--- src/rtl/gcd_stein_emu_pkg.sv ---
// Shared types and constants for the binary-GCD bus accelerator.
// Register offsets are relative to the block's BASE address.
package gcd_emu_pkg;

  typedef enum logic [2:0] {
    ST_IDLE,
    ST_LOAD,
    ST_FACTOR,
    ST_ALIGN,
    ST_STEP,
    ST_DONE
  } state_t;

  localparam logic [15:0] OFF_A1  = 16'h0000;
  localparam logic [15:0] OFF_A2  = 16'h0004;
  localparam logic [15:0] OFF_W   = 16'h0008;
  localparam logic [15:0] OFF_S   = 16'h000C;
  localparam logic [15:0] OFF_CYC = 16'h0010;
  localparam logic [15:0] OFF_GIN = 16'h0014;

  localparam int S_DONE = 0;
  localparam int S_ERR  = 1;
  localparam int S_OVR  = 2;
  localparam int S_BUSY = 3;
  localparam int S_ABT  = 4;

  function automatic int kw_of(input int w);
    return $clog2(w) + 1;
  endfunction

endpackage

--- src/rtl/gcd_stein_emu_if.sv ---
// Emulated SoC register bus: address, read/write strobes and data.
// The CPU side is the master; the peripheral is the slave.
interface gcd_stein_emu_if;

  logic [15:0] saddress;
  logic        srd;
  logic        swr;
  logic [31:0] sdata_in;
  logic [31:0] sdata_out;

  modport master (
    output saddress,
    output srd,
    output swr,
    output sdata_in,
    input  sdata_out
  );

  modport slave (
    input  saddress,
    input  srd,
    input  swr,
    input  sdata_in,
    output sdata_out
  );

endinterface

--- src/rtl/gcd_stein_core.sv ---
// Binary (Stein) GCD engine: FSM plus a/b/k datapath.
// One state per cycle; the result register holds until the next success.
module gcd_stein_core
  import gcd_emu_pkg::*;
#(
  parameter int WIDTH = 32
) (
  input  logic             clk,
  input  logic             n_reset,
  input  logic             i_start,
  input  logic             i_abort,
  input  logic [WIDTH-1:0] i_op_a,
  input  logic [WIDTH-1:0] i_op_b,
  output logic             o_busy,
  output logic             o_done,
  output logic             o_err,
  output logic [WIDTH-1:0] o_result
);

  localparam int KW = kw_of(WIDTH);

  state_t           r_state, w_state_nx;
  logic [WIDTH-1:0] r_a, w_a_nx;
  logic [WIDTH-1:0] r_b, w_b_nx;
  logic [WIDTH-1:0] r_w, w_w_nx;
  logic [KW-1:0]    r_k, w_k_nx;
  logic             r_err, w_err_nx;
  logic [WIDTH-1:0] w_a_sub_b;
  logic [WIDTH-1:0] w_b_sub_a;

  assign w_a_sub_b = r_a - r_b;
  assign w_b_sub_a = r_b - r_a;

  always_ff @(posedge clk or negedge n_reset) begin
    if (!n_reset) begin
      r_state <= ST_IDLE;
      r_a     <= '0;
      r_b     <= '0;
      r_w     <= '0;
      r_k     <= '0;
      r_err   <= 1'b0;
    end else begin
      r_state <= w_state_nx;
      r_a     <= w_a_nx;
      r_b     <= w_b_nx;
      r_w     <= w_w_nx;
      r_k     <= w_k_nx;
      r_err   <= w_err_nx;
    end
  end

  always_comb begin
    w_state_nx = r_state;
    w_a_nx     = r_a;
    w_b_nx     = r_b;
    w_w_nx     = r_w;
    w_k_nx     = r_k;
    w_err_nx   = r_err;
    unique case (r_state)
      ST_IDLE: begin
        if (i_start) begin
          w_err_nx   = 1'b0;
          w_state_nx = ST_LOAD;
        end
      end
      ST_LOAD: begin
        w_a_nx = i_op_a;
        w_b_nx = i_op_b;
        w_k_nx = '0;
        if (i_op_a == '0 && i_op_b == '0) begin
          w_err_nx   = 1'b1;
          w_state_nx = ST_DONE;
        end else if (i_op_a == '0) begin
          w_a_nx     = i_op_b;
          w_state_nx = ST_DONE;
        end else if (i_op_b == '0) begin
          w_state_nx = ST_DONE;
        end else begin
          w_state_nx = ST_FACTOR;
        end
      end
      ST_FACTOR: begin
        if (!r_a[0] && !r_b[0]) begin
          w_a_nx = r_a >> 1;
          w_b_nx = r_b >> 1;
          w_k_nx = r_k + 1'b1;
        end else begin
          w_state_nx = ST_ALIGN;
        end
      end
      ST_ALIGN: begin
        if (!r_a[0]) begin
          w_a_nx = r_a >> 1;
        end else begin
          w_state_nx = ST_STEP;
        end
      end
      ST_STEP: begin
        if (!r_b[0]) begin
          w_b_nx = r_b >> 1;
        end else if (r_a > r_b) begin
          w_a_nx = r_b;
          w_b_nx = w_a_sub_b;
        end else begin
          w_b_nx = w_b_sub_a;
          if (w_b_sub_a == '0) begin
            w_state_nx = ST_DONE;
          end
        end
      end
      ST_DONE: begin
        if (!r_err) begin
          w_w_nx = r_a << r_k;
        end
        w_state_nx = ST_IDLE;
      end
      default: w_state_nx = ST_IDLE;
    endcase
    // completion in the same cycle beats an abort request
    if (i_abort && r_state != ST_IDLE
        && r_state != ST_DONE) begin
      w_state_nx = ST_IDLE;
    end
  end

  assign o_busy   = (r_state != ST_IDLE);
  assign o_done   = (r_state == ST_DONE);
  assign o_err    = r_err;
  assign o_result = r_w;

endmodule

--- src/rtl/gcd_stein_emu.sv ---
// Bus-attached GCD accelerator: register decode, status, cycle counter,
// GPIO input latch and completion counter around the Stein GCD core.
module gcd_stein_emu
  import gcd_emu_pkg::*;
#(
  parameter int          WIDTH = 32,
  parameter logic [15:0] BASE  = 16'h00D8
) (
  input  logic                  clk,
  input  logic                  n_reset,
  gcd_stein_emu_if.slave        bus,
  input  logic [31:0]           gpio_in,
  input  logic                  gpio_latch,
  output logic [31:0]           gpio_out,
  output logic [31:0]           gpio_in_s_insp
);

  logic [WIDTH-1:0] r_a1;
  logic [WIDTH-1:0] r_a2;
  logic             r_ovr;
  logic             r_abt;
  logic             r_done;
  logic [31:0]      r_cyc;
  logic [31:0]      r_gin;
  logic [7:0]       r_cnt;
  logic [31:0]      r_rdata;

  logic             w_busy;
  logic             w_cdone;
  logic             w_err;
  logic [WIDTH-1:0] w_res;

  logic w_sel_a1, w_sel_a2, w_sel_w;
  logic w_sel_s, w_sel_cyc, w_sel_gin;
  logic w_wr_a1, w_wr_a2, w_wr_s;
  logic w_start, w_abort;
  logic [31:0] w_stat;
  logic [31:0] w_rd;

  assign w_sel_a1  = bus.saddress == (BASE + OFF_A1);
  assign w_sel_a2  = bus.saddress == (BASE + OFF_A2);
  assign w_sel_w   = bus.saddress == (BASE + OFF_W);
  assign w_sel_s   = bus.saddress == (BASE + OFF_S);
  assign w_sel_cyc = bus.saddress == (BASE + OFF_CYC);
  assign w_sel_gin = bus.saddress == (BASE + OFF_GIN);

  assign w_wr_a1 = bus.swr && w_sel_a1;
  assign w_wr_a2 = bus.swr && w_sel_a2;
  assign w_wr_s  = bus.swr && w_sel_s;
  assign w_start = w_wr_a2 && !w_busy;
  assign w_abort = w_wr_s && bus.sdata_in[0] && w_busy;

  gcd_stein_core #(.WIDTH(WIDTH)) u_core (
    .clk      (clk),
    .n_reset  (n_reset),
    .i_start  (w_start),
    .i_abort  (w_abort),
    .i_op_a   (r_a1),
    .i_op_b   (r_a2),
    .o_busy   (w_busy),
    .o_done   (w_cdone),
    .o_err    (w_err),
    .o_result (w_res)
  );

  always_comb begin
    w_stat         = '0;
    w_stat[S_DONE] = r_done;
    w_stat[S_ERR]  = w_err;
    w_stat[S_OVR]  = r_ovr;
    w_stat[S_BUSY] = w_busy;
    w_stat[S_ABT]  = r_abt;
  end

  always_comb begin
    w_rd = '0;
    unique case (1'b1)
      w_sel_a1:  w_rd[WIDTH-1:0] = r_a1;
      w_sel_a2:  w_rd[WIDTH-1:0] = r_a2;
      w_sel_w:   w_rd[WIDTH-1:0] = w_res;
      w_sel_s:   w_rd = w_stat;
      w_sel_cyc: w_rd = r_cyc;
      w_sel_gin: w_rd = r_gin;
      default:   w_rd = '0;
    endcase
  end

  always_ff @(posedge clk or negedge n_reset) begin
    if (!n_reset) begin
      r_a1    <= '0;
      r_a2    <= '0;
      r_ovr   <= 1'b0;
      r_abt   <= 1'b0;
      r_done  <= 1'b0;
      r_cyc   <= '0;
      r_gin   <= '0;
      r_cnt   <= '0;
      r_rdata <= '0;
    end else begin
      if (w_wr_a1 && !w_busy) begin
        r_a1 <= bus.sdata_in[WIDTH-1:0];
      end
      if (w_start) begin
        r_a2 <= bus.sdata_in[WIDTH-1:0];
      end
      if (w_start) begin
        r_ovr <= 1'b0;
      end else if ((w_wr_a1 || w_wr_a2) && w_busy) begin
        r_ovr <= 1'b1;
      end
      if (w_start) begin
        r_done <= 1'b0;
      end else if (w_cdone) begin
        r_done <= 1'b1;
      end
      if (w_start) begin
        r_abt <= 1'b0;
      end else if (w_abort && !w_cdone) begin
        r_abt <= 1'b1;
      end
      if (w_start) begin
        r_cyc <= '0;
      end else if (w_busy && r_cyc != '1) begin
        r_cyc <= r_cyc + 32'd1;
      end
      if (w_cdone) begin
        r_cnt <= r_cnt + 8'd1;
      end
      if (gpio_latch) begin
        r_gin <= gpio_in;
      end
      // read data reflects pre-write state of the same edge
      if (bus.srd) begin
        r_rdata <= w_rd;
      end
    end
  end

  assign bus.sdata_out   = r_rdata;
  assign gpio_out        = {24'h0, r_cnt};
  assign gpio_in_s_insp  = r_gin;

endmodule

--- src/flat_wrapper.sv ---
// flat-port wrapper written by rule: the top's interface ports become plain ports
module gcd_stein_emu_flat import gcd_emu_pkg::*;
#(
  parameter int          WIDTH = 32,
  parameter logic [15:0] BASE  = 16'h00D8
)
  (clk, n_reset, gpio_in, gpio_latch, gpio_out, gpio_in_s_insp, bus_saddress, bus_srd, bus_swr, bus_sdata_in, bus_sdata_out);
  gcd_stein_emu_if bus_i ();
  input  logic clk;
  input  logic n_reset;
  input  logic [31:0] gpio_in;
  input  logic gpio_latch;
  output logic [31:0] gpio_out;
  output logic [31:0] gpio_in_s_insp;
  input wire logic [$bits(bus_i.saddress)-1:0] bus_saddress;
  input wire logic [$bits(bus_i.srd)-1:0] bus_srd;
  input wire logic [$bits(bus_i.swr)-1:0] bus_swr;
  input wire logic [$bits(bus_i.sdata_in)-1:0] bus_sdata_in;
  output wire logic [$bits(bus_i.sdata_out)-1:0] bus_sdata_out;
  assign bus_i.saddress = bus_saddress;
  assign bus_i.srd = bus_srd;
  assign bus_i.swr = bus_swr;
  assign bus_i.sdata_in = bus_sdata_in;
  assign bus_sdata_out = bus_i.sdata_out;
  gcd_stein_emu #(.WIDTH(WIDTH), .BASE(BASE)) u_core (.clk(clk), .n_reset(n_reset), .bus(bus_i), .gpio_in(gpio_in), .gpio_latch(gpio_latch), .gpio_out(gpio_out), .gpio_in_s_insp(gpio_in_s_insp));
endmodule
--- config.mk ---
export PLATFORM = sky130hd
export DESIGN_NAME = gcd_stein_emu_flat
export DESIGN_NICKNAME = d
export VERILOG_FILES = /design/src/rtl/gcd_stein_emu_pkg.sv /design/src/rtl/gcd_stein_emu_if.sv /design/src/rtl/gcd_stein_core.sv /design/src/rtl/gcd_stein_emu.sv /design/src/flat_wrapper.sv
export SDC_FILE = /design/constraint.sdc
export NUM_CORES = 1
export LEC_CHECK = 0
export ABC_CLOCK_PERIOD_IN_PS = 3600
export BUFFER_PORTS_ARGS = -buffer_cell sky130_fd_sc_hd__buf_2
export CAP_MARGIN = 10
export CORE_ASPECT_RATIO = 1.2
export CORE_MARGIN = 2
export CORE_UTILIZATION = 50
export CTS_CLUSTER_SIZE = 16
export DETAILED_ROUTE_END_ITERATION = 8
export GPL_ROUTABILITY_DRIVEN = 0
export HOLD_SLACK_MARGIN = 0.02
export PLACE_DENSITY = 0.72
export SETUP_SLACK_MARGIN = 0.1
export SYNTH_ARGS = -nofsm -noshare
export SYNTH_HDL_FRONTEND = slang
export SYNTH_SLANG_ARGS = --single-unit
export TNS_END_PERCENT = 1
--- constraint.sdc ---
create_clock -name clk -period 3.6 [get_ports clk]
set_clock_uncertainty 0.2 [all_clocks]
set_input_delay 0.72 -clock clk [delete_from_list [all_inputs] [get_ports clk]]
set_output_delay 0.72 -clock clk [all_outputs]
set_load 0.02 [all_outputs]
## Word-level counts from Yosys, hierarchy flattened

Index checks and enable logic that the tools add are counted.

| cells by class | value |
|---|---|
| add/sub/neg operators | 5 |
| order comparisons | 1 |
| equal/unequal tests | 25 |
| shift-type cells | 1 |
| multiplexer cells | 36 |
| bitwise gates (word level) | 1 |
| reduce and logical (&&, ||, !) cells | 39 |

Operators with widths:

| cell | number |
|---|---|
| 2-to-1 mux 32 bit | 11 |
| one-hot mux 32 bit (6 select lines) | 1 |
| one-hot mux 32 bit (4 select lines) | 1 |
| == test 16 x 8 -> 1 bit, second input constant | 6 |
| zero test 32 bit | 3 |
| one-hot mux 32 bit (3 select lines) | 1 |
| subtractor 32 bit | 2 |
| adder 32 x 1 -> 32 bit, second input constant | 1 |
| > comparator 32 bit | 1 |
| != test 32 bit, second input constant | 1 |
| << shifter 32 x 6 -> 32 bit | 1 |
| 2-to-1 mux 3 bit | 10 |
| != test 3 bit, second input constant | 7 |
| one-hot mux 3 bit (5 select lines) | 1 |
| logical AND 1 bit | 14 |
| != test 2 bit, second input constant | 6 |
| one-hot mux 6 bit (2 select lines) | 1 |
| nonzero test 2 bit | 6 |
| adder 8 x 1 -> 8 bit, second input constant | 1 |
| 2-to-1 mux 1 bit | 8 |
| adder 6 x 1 -> 6 bit, second input constant | 1 |
| == test 3 x 2 -> 1 bit, second input constant | 2 |
| == test 3 bit, second input constant | 2 |
| 2-to-1 mux 6 bit | 1 |
| other kinds (13) | 19 |

| storage, ports and cells | value |
|---|---|
| register bits after elaboration | 277 |
| bits of input ports | 85 |
| word-level logic and storage cells | 124 |

## Longest topological paths before layout

Gate-level depths: netlist of the first run.

| logic depth | value |
|---|---|
| depth after elaboration | 8 |
| depth in mapped cells | 17 |

## Hierarchy

A second synthesis of the first run with hierarchy kept.

| second synthesis, totals | value |
|---|---|
| cell total of the unflattened synthesis | 2255 |
| area, all modules | 19540.0 µm² |

Modules (own cells, without submodules):

| module | instances | cells each | area an instance (µm²) | sequential area each (µm²) |
|---|---|---|---|---|
| gcd_stein_core | 1 | 1446 | 11143.2 | 2652.5 |
| gcd_stein_emu | 1 | 809 | 8396.8 | 4279.1 |

## Worst setup path before layout of the first run

Ideal clock, no wire load.

| timing | value |
|---|---|
| path type | register -> register |
| start point | register u_core.u_core.r_b[0] |
| end point | register u_core.u_core.r_state[0] |
| library setup time | 0.066 ns |
| arrival | 3.465 ns |
| path slack | -0.131 ns |
| stages on the path, launching flop included | 15 |
| buffers on the path | 0 |
| period minus slack after synthesis | 3.731 ns |
| cell sequence | dfrtp_1 inv_1 ha_1 inv_1 fa_1 or4_1 a221o_1 a211oi_2 o2111ai_1 o21bai_1 a2111o_1 nor4_2 nand4_1 nor4_1 a31o_1 |

| between the ends | value |
|---|---|
| word-level cells in the longest chain between the ends | 4 |

Ends and longest elaborated chain:

| item | line | RTL |
|---|---|---|
| start, declared | gcd_stein_core.sv:24 | `logic [WIDTH-1:0] r_b, w_b_nx;` |
| start signal, assigned | gcd_stein_core.sv:45 | `r_b <= w_b_nx;` |
| subtractor 32 bit or zero test 1 bit (tied branches) | n/a |  |
| zero test 32 bit or logical AND 1 bit (tied branches) | gcd_stein_core.sv:106, gcd_stein_core.sv:83 |  |
| != test 3 bit (no source line) | n/a |  |
| AND reduction 6 bit (no source line) * | n/a |  |
| end signal, assigned | gcd_stein_core.sv:43 | `r_state <= w_state_nx;` |
| end, declared | gcd_stein_core.sv:22 | `state_t r_state, w_state_nx;` |

Mark *: on every way between the ends. The rest lies on a longest branch, timed or not.
A chain may end at the register's enable or synchronous reset.

## Worst setup path in the final report of the first run

| timing | value |
|---|---|
| start point | register u_core.u_core.r_a[6] |
| end point | register u_core.u_core.r_state[0] |

| between the ends | value |
|---|---|
| word-level cells in the longest chain between the ends | 4 |

Ends and longest elaborated chain:

| item | line | RTL |
|---|---|---|
| start, declared | gcd_stein_core.sv:23 | `logic [WIDTH-1:0] r_a, w_a_nx;` |
| start signal, assigned | gcd_stein_core.sv:44 | `r_a <= w_a_nx;` |
| subtractor 32 bit | gcd_stein_core.sv:32 | `assign w_b_sub_a = r_b - r_a;` |
| zero test 32 bit | gcd_stein_core.sv:106 | `if (w_b_sub_a == '0) begin` |
| != test 3 bit (no source line) | n/a |  |
| AND reduction 6 bit (no source line) * | n/a |  |

Marked as above.

==> results of run 1 <==
-- synth_stat cells, drive strengths merged (11+ instances only) --
master | instances | area (um^2)
and3 | 11 | 68.82
a21oi | 113 | 573.1
nand4 | 33 | 206.5
o2bb2ai | 31 | 271.5
xor2 | 40 | 350.3
mux2i | 76 | 760.7
a221oi | 57 | 505.5
a21o | 59 | 442.9
a222oi | 37 | 370.4
ha | 68 | 850.8
dfrtp | 277 | 6932
o22ai | 32 | 200.2
nor4 | 29 | 193.9
nand2 | 262 | 983.4
mux2 | 77 | 867.1
mux4 | 21 | 473.0
o21bai | 14 | 105.1
clkbuf | 115 | 431.7
xnor2 | 52 | 455.4
buf | 54 | 314.0
a211oi | 21 | 162.6
nand3 | 34 | 170.2
nor2 | 145 | 544.3
o21ai | 142 | 714.4
nor3 | 18 | 90.09
inv | 94 | 352.8
-- sequential cells by signal, indices dropped and copies added (netlist names), 8 cells and up --
| register | count |
|---|---|
| u_core.u_core.r_a | 32 |
| u_core.r_cyc | 32 |
| u_core.u_core.o_result | 32 |
| u_core.r_cnt | 8 |
| u_core.r_a2 | 32 |
| u_core.r_a1 | 32 |
| u_core.u_core.r_b | 32 |
| u_core.bus.sdata_out | 32 |
| u_core.gpio_in_s_insp | 32 |
-- power by group through the flow --
| stage | registers (uW) | clock network, uW | logic, uW |
|---|---|---|---|
| after floorplan | 3710 | 0 | 3900 |
| after global placement | 3690 | 0 | 6020 |
| after detailed placement | 3700 | 0 | 6110 |
| after CTS | 3650 | 3090 | 6180 |
| after global routing | 3690 | 3220 | 6890 |
| final | 3660 | 3060 | 6440 |
-- how the worst min path moves through the flow --
stage,startpoint,endpoint,slack (ns)
final,bus_sdata_in[30],u_core.r_a2[30],0.18
after global routing,gpio_in[0],u_core.gpio_in_s_insp[0],0.19
after CTS,bus_sdata_in[8],u_core.r_a2[8],0.17
after detailed placement,u_core.u_core.o_result[3],u_core.u_core.o_result[3],0.27
after global placement,u_core.u_core.o_result[3],u_core.u_core.o_result[3],0.26
after floorplan,n_reset,u_core.bus.sdata_out[0],0.22
-- routing by layer --
metal	routed length, um	vias to the layer above
met5	0	-
met4	2988	0
met3	4797	217
met2	29410	1031
met1	23690	8658
li1	-	7951
-- metrics by stage --
| step | setup WS [ns] | hold WS (ns) |
|---|---|---|
| after floorplan | 0.08256 | 0.2244 |
| after global placement | -0.06414 | 0.2561 |
| after detailed placement | -0.1051 | 0.2676 |
| after CTS | -0.1198 | 0.1738 |
| after global routing | -0.3424 | 0.1907 |
| final | -0.1737 | 0.1841 |
-- worst reg2reg max path, cell delays in order (launching register included) --
cell      delay [ns]
dfrtp_1         0.35
inv_1           0.05
ha_1            0.36
buf_4           0.20
a21o_1          0.19
or3_1           0.34
o211ai_1        0.35
a21oi_1         0.16
a21oi_1         0.54
nand2_1         0.18
nand3b_1        0.15
buf_4           0.11
nand2_1         0.05
xnor2_1         0.29
a31o_1          0.19
-- cells by family after synthesis --
group,Yosys count,share of synthesized area [%]
xor+xnor,92,4.329
buf+inv,263,5.902
simple gates,593,14.45
flops,277,37.24
fa+ha+maj,70,4.786
mux,174,11.29
compound gates,594,21.99
other cells,1,0.02015
-- area by class of cell --
| type | instances | share of cell area [%] |
|---|---|---|
| diodes | 1 | 0.01143 |
| clock buffers | 42 | 3.810 |
| clock inverters | 8 | 0.5370 |
| inverters | 94 | 1.611 |
| multi-input cells | 1547 | 49.36 |
| flip-flops and latches | 277 | 31.65 |
| well taps | 474 | 2.708 |
| repair buffers | 339 | 10.31 |
-- what timing repair did --
item                                   in CTS  in global routing
endpoints found under the hold margin      54                  0
cloned                                      0                  0
hold buffers                                1                  0
gates resized for setup                     7                 17
buffers inserted                            0                  0
setup endpoints to repair                  58                 53
pin swaps                                   4                  5
==> out/results.ini, run 1 <==
[outcome]
status=finished with violations
violations=DRC, setup timing

[worst_hold_path]
holdPathStages=3
hp-class=in -> reg

[grt]
grt-ovfl-total=0
grt_antenna_before_repair=1
grtUsageMet3_pct=3.101
grtUsageMet1_pct=39.51
grt_usage_pct=30.44
grt_pass1_wl_mm=95.74
grt_pass1_vias=17240
top_usage_layer=met2
grt_max_degree=65
grt.met2_usage_pct=51.60

[synthesis]
yosysUniqueCellTypes=77
ys_seq_area_share_pct=37.24
synthCells=2064
syn_area_mm2=0.01861
synth.avg_cell_area_um2=9.018
synthArstFlopShare_pct=100.0
synth_edf_count=0
yosysWarnings=0
synth_seq_cells=277
synth_flop_cell=dfrtp_1

[job]
max_cap_violations=0

[die]
std_cell_rows=77
dieArea_mm2=0.03879
die_h_um=215.4
die_w_um=180.1
io_pins=181
core_mm2=0.03680
start_util_pct=50.57

[cells_and_area]
fin_area_mm2=0.02190
multi_input_area_mm2=0.01081
fin_nets=2442
utilization_pct=59.51
seqCellArea_mm2=0.006933
area_growth_pct=17.67
drive_above_1_share_pct=22.71
final_cell_mix=dfrtp_1 (276), nand2_1 (262), buf_4 (174)
final_cells=2782
layout_commonest_cell=dfrtp_1
n_fill_cell=3142

[place]
numPortBuffers=156
dpl_cell_area_mm2=0.02084
placed_cells=2730
dpl.hpwl_mm=46.15

[pwr]
intPower_uw=7884
p_switching_uw=5277
leakagePower_uw=0.01029
pwr-share-clk_pct=23.3
vdd_drop_max_uv=310.5
switching_share_pct=40.10
combPwrFrac_pct=48.9
total_power_uw=13160
pwr-share-seq_pct=27.8
power_per_cell_area_mw_per_mm2=600.9

[routing]
drt_wl_total_mm=60.89
routed-via-count=17857
avgRoutedWirePerCell_um=21.89
detail-route-antenna-nets=0
first_iter_violations=2192
drtPass1Iterations=9
post-route-drc-count=2
drt-vias-per-instance=6.419

[setup_path]
reg2reg_to=u_core.u_core.r_state[0]
cp_data_required_time_ns=3.90
endpoint=u_core.u_core.r_state[0]
reg2regPathDepth=14
crit_chain=inv_1, ha_1, buf_4, a21o_1, or3_1, o211ai_1, a21oi_1, a21oi_1, nand2_1, nand3b_1, buf_4, nand2_1, xnor2_1, a31o_1
r2r_start=u_core.u_core.r_a[6]
critPathKind=reg -> reg
path_delay_family=compound AO/OA/AOI/OAI gates
slowest_delay_ns=0.54
crit_arrival_ns=4.07
critPathSlowestCell=a21oi_1
cp.depth=14
worst-path-max-fanout=7
crit_start=u_core.u_core.r_a[6]
crit_buf_inv=3
end_kind=flop
reg2reg_slack_ns=-0.17
critPathLaunchType=flop

[sta]
min_period_ns=3.774
worst_pin_slew_ns=1.116
max_freq_ghz=0.2650
slew_viol_final=0
fin_setup_tns_ns=-0.2213
rsz0062_at_grt=yes
period_share_pct=104.8
finalHoldViolCount=0
setup_viol=2
max_slew_margin_pct=25.63
setup_ws_ns=-0.1737

[clocking]
root_buffer=clkbuf_16
clkSlewWorstSetupHoldPaths_ns=0.07
clk_path_buf_depth=3
htreeDepth=1
cts_buffers=28
cts_tree=done
numClockSinks=277
clkLatencyLatePin_ns=0.56

Power figures use the tool's default switching activity.
==> run 2: changes to the inputs <==
- GPL_TIMING_DRIVEN: not set -> 0
- SKIP_CTS_REPAIR_TIMING: not set -> 1
==> run 2 against run 1 <==
  * The run still ends with DRC, setup timing left
  * Die area unchanged
  * Clock power about the same
  * Sequential power up 3%
  * Non-clock buffer count down 13
  * Highest routed layer unchanged
==> out/results.ini, run 2 (synthesized netlist as in run 1, its figures left out) <==
[outcome]
status=finished with violations
violations=DRC, setup timing

[setup_path]
crit_buf_inv=2  ; -1
crit_arrival_ns=4.46  ; +0.39 ns
crit_top_cell=nor4_2
critPathKind=reg -> reg
end_kind=flop
reg2regPathDepth=14  ; unchanged
reg2reg_slack_ns=-0.59  ; -0.42 ns
path_delay_family=compound AO/OA/AOI/OAI gates
cp_data_required_time_ns=3.86  ; -0.04 ns
crit_chain=buf_4, ha_1, inv_1, fa_1, or4_4, a221o_1, a211oi_2, o2111ai_1, o21bai_1, a2111o_1, nor4_2, nand4_1, nor4_2, a31o_1
critPathSlowestCell=or4_4
critPathLaunchType=flop
r2r_start=u_core.u_core.r_a[0]
slowest_delay_ns=0.55  ; about the same
reg2reg_to=u_core.u_core.r_state[0]
worst-path-max-fanout=6  ; -1

[job]
max_cap_violations=0  ; unchanged

[sta]
setup_viol=63  ; +61
setup_ws_ns=-0.5948  ; -0.4212 ns
period_share_pct=116.5  ; +12 points
finalHoldViolCount=0  ; unchanged
rsz0062_at_grt=yes
slew_viol_final=0  ; unchanged
fin_hold_ws_ns=0.1812  ; -0.002856 ns
min_period_ns=4.195  ; +0.4212 ns
max_slew_margin_pct=33.98  ; +8.4 points
max_freq_ghz=0.2384  ; -10%
worst_pin_slew_ns=0.9902  ; -0.1254 ns

[place]
placed_cells=2719  ; -0.40%
place_ws_ns=-1.502  ; -1.397 ns
dpl.hpwl_mm=48.78  ; +5.7%
numPortBuffers=154  ; -1.3%

[clocking]
clkLatencyLatePin_ns=0.55  ; about the same
numClockSinks=277  ; unchanged
clk_path_buf_depth=3  ; unchanged
root_buffer=clkbuf_16
clkSlewWorstSetupHoldPaths_ns=0.06  ; about the same
htreeDepth=1  ; unchanged
cts_buffers=27  ; -3.6%
cts_tree=done

[pwr]
pwr-share-seq_pct=30.1  ; +2.3 points
p_switching_uw=5219  ; -1.1%
pwr-share-clk_pct=24.2  ; +0.9 points
leakagePower_uw=0.009784  ; -4.9%
intPower_uw=7326  ; -7.1%
switching_share_pct=41.60  ; +1.5 points
combPwrFrac_pct=45.7  ; -3.2 points
vdd_drop_max_uv=315.1  ; +1.5%
power_per_cell_area_mw_per_mm2=587.7  ; -2.2%

[cells_and_area]
final_cell_mix=dfrtp_1 (266), nand2_1 (262), buf_2 (168)
layout_commonest_cell=dfrtp_1
fin_nets=2428  ; -0.57%
final_cells=2768  ; -0.50%
area_growth_pct=14.69
n_fill_cell=3235  ; +3.0%
drive_above_1_share_pct=17.97  ; -4.7 points

[die]
dieArea_mm2=0.03879  ; unchanged
core_mm2=0.03680  ; unchanged
std_cell_rows=77  ; unchanged
start_util_pct=50.57  ; unchanged
io_pins=181  ; unchanged
die_w_um=180.1  ; unchanged
die_h_um=215.4  ; unchanged

[routing]
first_iter_violations=2192  ; unchanged
avgRoutedWirePerCell_um=22.71  ; +3.8%
drtPass1Iterations=9  ; unchanged
post-route-drc-count=13  ; +11
routed-via-count=17657  ; -1.1%
drt-vias-per-instance=6.379  ; -0.62%
drt_wl_total_mm=62.87  ; +3.3%
detail-route-antenna-nets=0  ; unchanged

[grt]
grt_max_degree=128  ; +97%
grt_antenna_before_repair=1  ; unchanged
grt_usage_pct=31.51  ; +1.1 points
grt-ovfl-total=0  ; unchanged
grt_pass1_vias=17446  ; +1.2%
grt_pass1_wl_mm=96.99  ; +1.3%

[worst_hold_path]
min_from=bus_sdata_in[29]
min_to=u_core.r_a2[29]
hp-class=in -> reg
holdPathStages=3  ; unchanged

==> run 2: area by class of cell <==
| class | count | area [um^2] | area share, % |
|---|---|---|---|
| diodes | 1 | 2.502 | 0.01172 |
| clock inverters | 11 | 160.2 | 0.7503 |
| repair buffers | 164 | 893.4 | 4.185 |
| well taps | 474 | 593.1 | 2.778 |
| clock buffers | 38 | 787.0 | 3.687 |
| multi-input cells | 1547 | 10850 | 50.84 |
| flip-flops and latches | 277 | 6945 | 32.54 |
| inverters | 94 | 352.8 | 1.653 |
| plain buffers | 162 | 760.7 | 3.564 |
==> run 2: stage by stage <==
step                util (%)  setup TNS, ns  cell area (um^2)  total power (uW)
finish                 58.00         -20.20             21350             12550
global route           58.00         -25.26             21350             13170
CTS                    57.29         -70.54             21090             12150
detailed placement     54.72         -95.86             20140              9121
global placement       54.51       -1017.82             20060              8995
floorplan                  -              0             18700              7609
==> run 2: worst reg2reg max path: cells and delay by family, from the launching register on <==
kind                       cells  cell delay [ns]
AOI/OAI and AO/OA              6             1.52
adders and majority gates      2             0.61
buffers and inverters          2             0.24
DFF                            1             0.46
and+or+nand+nor                4             1.06
==> run 2: worst max path at each step <==
stage                                     endpoint  cells after the start             startpoint
after floorplan              u_core.u_core.r_b[23]                     16   u_core.u_core.r_a[0]
after global placement    u_core.bus.sdata_out[29]                      1                n_reset
after detailed placement     u_core.u_core.r_b[23]                     14  u_core.u_core.r_a[12]
after CTS                    u_core.u_core.r_b[23]                     14  u_core.u_core.r_a[12]
after global routing      u_core.u_core.r_state[0]                     14   u_core.u_core.r_a[0]
final                     u_core.u_core.r_state[0]                     14   u_core.u_core.r_a[0]
==> run 2: per-layer routing <==
layer	routed length, um	track usage, %	vias up
met3	4438	3.271	255
met5	0	0	-
met1	23170	37.42	8482
met2	30530	54.24	990
met4	4739	20.83	0
li1	-	-	7930
==> run 2: power groups by stage <==
stage / Combinational (uW) / Sequential, uW / Clock [uW]
finish: 5730 / 3780 / 3040
floorplan: 3900 / 3710 / 0
global placement: 5200 / 3800 / 0
global route: 6180 / 3810 / 3170
detailed placement: 5310 / 3810 / 0
CTS: 5340 / 3760 / 3050
